## src/rtl/clock_time_counter.sv

```systemverilog
// 24-hour BCD time-of-day counter (HH:MM:SS) advanced by a gated 1 Hz strobe,
// with minute/hour set strobes and a one-cycle day-rollover pulse.
module clock_time_counter (
  input  logic       i_sysclk,
  input  logic       i_reset,
  input  logic       i_en,
  input  logic       i_1hz_stb,
  input  logic       i_set_min_stb,
  input  logic       i_set_hr_stb,
  output logic [1:0] o_hr_tens,
  output logic [3:0] o_hr_ones,
  output logic [2:0] o_min_tens,
  output logic [3:0] o_min_ones,
  output logic [2:0] o_sec_tens,
  output logic [3:0] o_sec_ones,
  output logic       o_day_stb
);

  logic [1:0] hr_tens_q, hr_tens_d;
  logic [3:0] hr_ones_q, hr_ones_d;
  logic [2:0] min_tens_q, min_tens_d;
  logic [3:0] min_ones_q, min_ones_d;
  logic [2:0] sec_tens_q, sec_tens_d;
  logic [3:0] sec_ones_q, sec_ones_d;
  logic       day_stb_q, day_stb_d;

  logic       tick;
  logic       sec_wrap, min_wrap, hr_wrap;
  logic [1:0] hr_inc_tens;
  logic [3:0] hr_inc_ones;
  logic [2:0] min_inc_tens;
  logic [3:0] min_inc_ones;
  logic [2:0] sec_inc_tens;
  logic [3:0] sec_inc_ones;

  // Incremented digit pairs are shared by the tick-carry and set paths
  always_comb begin
    tick     = i_1hz_stb & i_en & ~i_set_min_stb & ~i_set_hr_stb;
    sec_wrap = (sec_tens_q == 3'd5) && (sec_ones_q == 4'd9);
    min_wrap = (min_tens_q == 3'd5) && (min_ones_q == 4'd9);
    hr_wrap  = (hr_tens_q == 2'd2) && (hr_ones_q == 4'd3);

    sec_inc_tens = sec_tens_q;
    sec_inc_ones = sec_ones_q + 4'd1;
    if (sec_wrap) begin
      sec_inc_tens = 3'd0;
      sec_inc_ones = 4'd0;
    end else if (sec_ones_q == 4'd9) begin
      sec_inc_tens = sec_tens_q + 3'd1;
      sec_inc_ones = 4'd0;
    end

    min_inc_tens = min_tens_q;
    min_inc_ones = min_ones_q + 4'd1;
    if (min_wrap) begin
      min_inc_tens = 3'd0;
      min_inc_ones = 4'd0;
    end else if (min_ones_q == 4'd9) begin
      min_inc_tens = min_tens_q + 3'd1;
      min_inc_ones = 4'd0;
    end

    hr_inc_tens = hr_tens_q;
    hr_inc_ones = hr_ones_q + 4'd1;
    if (hr_wrap) begin
      hr_inc_tens = 2'd0;
      hr_inc_ones = 4'd0;
    end else if (hr_ones_q == 4'd9) begin
      hr_inc_tens = hr_tens_q + 2'd1;
      hr_inc_ones = 4'd0;
    end
  end

  // Next state: a tick only exists when no set strobe is present
  always_comb begin
    hr_tens_d  = hr_tens_q;
    hr_ones_d  = hr_ones_q;
    min_tens_d = min_tens_q;
    min_ones_d = min_ones_q;
    sec_tens_d = sec_tens_q;
    sec_ones_d = sec_ones_q;
    day_stb_d  = 1'b0;

    if (tick) begin
      sec_tens_d = sec_inc_tens;
      sec_ones_d = sec_inc_ones;
      if (sec_wrap) begin
        min_tens_d = min_inc_tens;
        min_ones_d = min_inc_ones;
        if (min_wrap) begin
          hr_tens_d = hr_inc_tens;
          hr_ones_d = hr_inc_ones;
          day_stb_d = hr_wrap;
        end
      end
    end else begin
      if (i_set_min_stb) begin
        min_tens_d = min_inc_tens;
        min_ones_d = min_inc_ones;
        sec_tens_d = 3'd0;
        sec_ones_d = 4'd0;
      end
      if (i_set_hr_stb) begin
        hr_tens_d = hr_inc_tens;
        hr_ones_d = hr_inc_ones;
      end
    end
  end

  always_ff @(posedge i_sysclk) begin
    if (i_reset) begin
      hr_tens_q  <= 2'd0;
      hr_ones_q  <= 4'd0;
      min_tens_q <= 3'd0;
      min_ones_q <= 4'd0;
      sec_tens_q <= 3'd0;
      sec_ones_q <= 4'd0;
      day_stb_q  <= 1'b0;
    end else begin
      hr_tens_q  <= hr_tens_d;
      hr_ones_q  <= hr_ones_d;
      min_tens_q <= min_tens_d;
      min_ones_q <= min_ones_d;
      sec_tens_q <= sec_tens_d;
      sec_ones_q <= sec_ones_d;
      day_stb_q  <= day_stb_d;
    end
  end

  assign o_hr_tens  = hr_tens_q;
  assign o_hr_ones  = hr_ones_q;
  assign o_min_tens = min_tens_q;
  assign o_min_ones = min_ones_q;
  assign o_sec_tens = sec_tens_q;
  assign o_sec_ones = sec_ones_q;
  assign o_day_stb  = day_stb_q;

endmodule

```

## config.mk

```make
export PLATFORM = sky130hd
export DESIGN_NAME = clock_time_counter
export DESIGN_NICKNAME = d
export VERILOG_FILES = /design/src/rtl/clock_time_counter.sv
export SDC_FILE = /design/constraint.sdc
export NUM_CORES = 1
export LEC_CHECK = 0
export BUFFER_PORTS_ARGS = -buffer_cell sky130_fd_sc_hd__buf_4
export CAP_MARGIN = 10
export CORE_MARGIN = 1
export CORE_UTILIZATION = 38
export CTS_BUF_LIST = sky130_fd_sc_hd__clkbuf_16
export CTS_CLUSTER_DIAMETER = 40
export DETAILED_ROUTE_END_ITERATION = 10
export PLACE_DENSITY = 0.58
export SLEW_MARGIN = 20
export SYNTH_ARGS = -nofsm -noshare
export SYNTH_HDL_FRONTEND = slang
export SYNTH_SLANG_ARGS = --single-unit
```

## constraint.sdc

```tcl
create_clock -name i_sysclk -period 2.4 [get_ports i_sysclk]
set_input_delay 0.12 -clock i_sysclk [delete_from_list [all_inputs] [get_ports i_sysclk]]
set_output_delay 0.12 -clock i_sysclk [all_outputs]
set_load 0.01 [all_outputs]
```

Word level (Yosys, flattened, before mapping). Cells that the tools add are included.

Output and inout port bits: 21. Bits in registers: 21. Logic and storage cells: 70. Input port bits: 6.

Reduce and logical (&&, ||, !) cells: 9. Eq/ne operators: 10. $add $sub $neg: 6. Multiplexer cells: 30. Bitwise logic cells: 8.

Operators by type and width (number): 4-bit two-way mux (15); 3-bit two-way mux (9); 4-bit by 1-bit adder with 4-bit output (second input constant) (3); 4-bit == test (second input constant) (3); 2-bit two-way mux (6); 3-bit by 1-bit adder with 3-bit output (second input constant) (2); 3-bit == test (second input constant) (2); 1-bit NOT (5); 4-bit by 2-bit == test with 1-bit output (second input constant) (1); 2-bit by 1-bit != test with 1-bit output (second input constant) (2); 2-bit AND reduction (2); 2-bit nonzero test (2); 4-bit OR reduction (1); 1-bit AND (3); 1-bit logical AND (3); 3-bit by 1-bit != test with 1-bit output (second input constant) (1); 3-bit AND reduction (1); 2-bit by 1-bit adder with 2-bit output (second input constant) (1); 2-bit == test (second input constant) (1).

Depth between registers and ports, before layout.
Depth in word-level cells: 6. Depth in mapped cells: 7. Depth with buffers taken out: 6.

Worst setup path before layout. OpenSTA, ideal clock, no wires.

Path kind: flip-flop to flip-flop. Start: reg sec_ones_q[0], in the netlist o_sec_ones[0]. End: reg hr_tens_q[1], in the netlist o_hr_tens[1]. Cell stages (with the launch flop): 7. Setup slack: 0.530 ns. Library setup time: 0.130 ns. Arrival: 1.740 ns. Buffers on the path: 1. Cells stage by stage: dfxtp_1 -> ha_1 -> nand3b_4 -> or4_1 -> buf_2 -> a211oi_1 -> o32ai_1.

Cells in the longest elaborated chain, start to end: 4.

Ends and longest elaborated chain: from (decl) (RTL line 24) `logic [3:0] sec_ones_q, sec_ones_d;`; from (signal assigned) (RTL line 125) `sec_ones_q <= sec_ones_d;`; 4-bit == test (RTL line 39) `sec_wrap = (sec_tens_q == 3'd5) && (sec_ones_q == 4'd9);`; 1-bit logical AND (RTL line 39); 2-bit by 1-bit != test with 1-bit output (no line); 3-bit AND reduction (no line); to (signal assigned) (RTL line 120) `hr_tens_q <= hr_tens_d;`; to (decl) (RTL line 19) `logic [1:0] hr_tens_q, hr_tens_d;`.

No other way between the ends. A chain may end at the register's enable or synchronous reset.

Worst setup path after layout. Ends and elaborated chain as after synthesis.

==> qor.csv <==
metric,value,unit
status,finished clean,
final worst path period need,1.94,ns
LEAKAGE,0.658,nW
R2R Setup Slk,0.46,ns
asr flop ratio synth,0,%
number of I/O port buffers,26,
main combinational cell family by area after synthesis,simple AND/OR/NAND/NOR gates,
total of max-cap violations,0,
number of clock sinks,21,
critical path type,register to register,
Worst Slack Setup Final,0.460,ns
WL/cell,13.4,um
CP endpoint kind,register,
maximum vdd drop,0.312,mV
DR vias/cell,5.47,
"Top FF cell, synth",dfxtp_1,
initial detailed-routing violation count,56,
final net count,188,
CTS resizes,0,
Adder-Cell Fraction of Synth Area,10.0,%
routed vias,1177,
Clock Skews,0.00452,ns
Slew Limit Fails,0,
CTS root buffer,clkbuf_16,
RSZ-0062 raised after global routing,false,
pwr dens,500,nW/um^2
Final Hold Viols,0,
Worst Path Max Fanout,7,
fmax,516,MHz
clock buffer count from CTS,3,
yosys warns,0,
layout cells sized above 1,20.5,%
later-pin clock latency in the skew report,0.25,ns
"Critical Path, Cell by Cell",ha_1 -> nand3b_4 -> or4_1 -> a211oi_1 -> o32ai_1,
fill count,319,
post-CTS setup buffer count,0,
Crit path required time,2.54,ns
Synth Area in XOR/XNOR,0.700,%
"flops & latches, synth",21,
vias in the first global route,1121,
CP peak stage delay,0.65,ns
GP Congestion,0.779,
syn_nets,161,
post-synthesis sequential area ratio,33.6,%
grt ovf,0,
setup TNS,0,ns
Die Span X,59.4,um
Hold Crit Class,primary input to register,
antenna cells,0,
DRT Pass-1 Iters,4,
slowest library cell on the worst path,or4_1,
Initial Utilization,40.7,%
first-pass GRT wire length,4850,um
CP startpoint kind,register,
Synth cell types,44,
multiplexer share of the synthesized area,0.800,%
cts hold-fix bufs,0,
post-detail-place hpwl,2140,um
# setup viols final,0,
routed wire length,2880,um
DRC violations left,0,
core box area,3080,um^2
"EDFF count, synth",0,
Post-Synth Simple-Gate Area,26.7,%
Synth Instances,145,
actual slew at the worst max-slew pin,0.529,ns
CTS H-tree lvls,1,
"Area growth, synth to finish",25.2,%
Clock Path Buffers,2,
initial antenna violation count,0,
CTS tree,done,
largest net degree at the start of global routing,23,
post-synthesis compound-gate area fraction,22.6,%
post-synthesis average cell area,8.63,um^2
Die ar.,3530,um^2
Post-Syn Area,1250,um^2
Core Rows,20,
# IOs,27,
"worst slack, placed",0.455,ns
total track usage,18.2,%
Die Height,59.4,um
Routed Antenna Nets,0,
relative slew slack,64.4,%
Worst-path clk slew,0.06,ns
final cycle utilization of the critical path,80.8,%
Worst EP arrival,2.08,ns
## kinds of logic (layout without fill, tap and decap cells)
| kind of cell | count (synthesis) | after routing |
|---|---|---|
| simple gates | 53 | 53 |
| compound gates | 41 | 41 |
| flops | 21 | 21 |
| buf+inv | 18 | 44 |
| fa+ha+maj | 10 | 10 |
| xor+xnor | 1 | 1 |
| mux | 1 | 1 |
## metrics by stage
step / utilization (%) / cells / total power (W) / cell area [um^2] / hold WS, ns
2_1_floorplan: - / 145 / 0.000411 / 1250 / 0.283
3_3_place_gp: 48.3 / 211 / 0.000440 / 1490 / 0.464
3_5_place_dp: 48.3 / 211 / 0.000442 / 1490 / 0.468
4_1_cts: 50.9 / 215 / 0.000794 / 1570 / 0.209
5_1_grt: 50.9 / 215 / 0.000819 / 1570 / 0.229
6_report: 50.9 / 215 / 0.000783 / 1570 / 0.208
## cells in the mapped netlist, types with 2 or more instances
cell type | count | area share [%]
dfxtp_1 | 21 | 34
a21oi_1 | 14 | 5.6
inv_1 | 13 | 3.9
ha_1 | 10 | 10
nand2_1 | 8 | 2.4
nor2_1 | 7 | 2.1
nand3_1 | 6 | 2.4
nor3_1 | 6 | 2.4
a211oi_1 | 5 | 3.0
nor4_1 | 4 | 2.0
o21ai_0 | 4 | 1.6
and2_1 | 3 | 1.5
clkbuf_1 | 3 | 0.90
nand4b_1 | 3 | 2.1
o211ai_1 | 3 | 1.8
a21o_1 | 2 | 1.2
buf_2 | 2 | 0.80
nand3b_1 | 2 | 1.2
nand4bb_1 | 2 | 1.8
or3_1 | 2 | 1.0
or4_1 | 2 | 1.2
## per-layer routing
| metal | global-route usage, % | up-vias | routed length (um) |
|---|---|---|---|
| li1 | - | 596 | - |
| met1 | 22.3 | 549 | 1370 |
| met2 | 31.1 | 28 | 1350 |
| met3 | 4.15 | 4 | 131 |
| met4 | 6.46 | 0 | 34 |
| met5 | 0 | - | 0 |
## report_power, final
group          leakage, nW  internal, W  switching [W]   total, W
clock network       0.0423     0.000222       0.000126   0.000348
registers            0.170     0.000356     0.00000944   0.000365
logic                0.445    0.0000304      0.0000392  0.0000696
total                0.658     0.000608       0.000175   0.000783
## cell type report
type	instances	area [um^2]	area share, %
multi-input cells	106	761	48.6
repair buffers	27	203	12.9
inverters	13	48.8	3.12
flip-flops and latches	21	420	26.8
clock inverters	1	3.75	0.240
well taps	44	55.1	3.51
clock buffers	3	75.1	4.79
## flip-flops by register name (all words and copies together), names as in the netlist
register and count:
o_hr_ones 4, o_min_ones 4, o_sec_ones 4, o_min_tens 3, o_sec_tens 3, o_hr_tens 2
o_day_stb 1
## layout by cell type, fill, tap and decap left out, types with 4 or more instances in the layout
cell type,count
buf_4,27
nand3_1,6
a21oi_1,14
ha_1,10
dfxtp_1,21
inv_1,14
a211oi_1,5
o21ai_0,4
nand2_1,8
nor4_1,4
nor3_1,6
nor2_1,7
## critical path: cells and delay by family, from the launching register on
family	cells	cell delay, ns
flops	1	0.45
fa+ha+maj	1	0.24
simple gates	2	0.76
compound gates	2	0.37
## final timing paths
| check | from | endpoint | depth (start not counted) |
|---|---|---|---|
| setup / recovery | o_sec_ones[0]$_SDFFE_PP0P_ | o_hr_tens[1]$_SDFFE_PP0P_ | 5 |
| hold / removal | i_reset | o_sec_tens[1]$_SDFFE_PP0P_ | 2 |
| setup reg to reg | o_sec_ones[0]$_SDFFE_PP0P_ | o_hr_tens[1]$_SDFFE_PP0P_ | 5 |
| hold reg to reg | o_min_tens[0]$_SDFFE_PP0P_ | o_min_tens[0]$_SDFFE_PP0P_ | 2 |
Power figures use the tool's default switching activity.
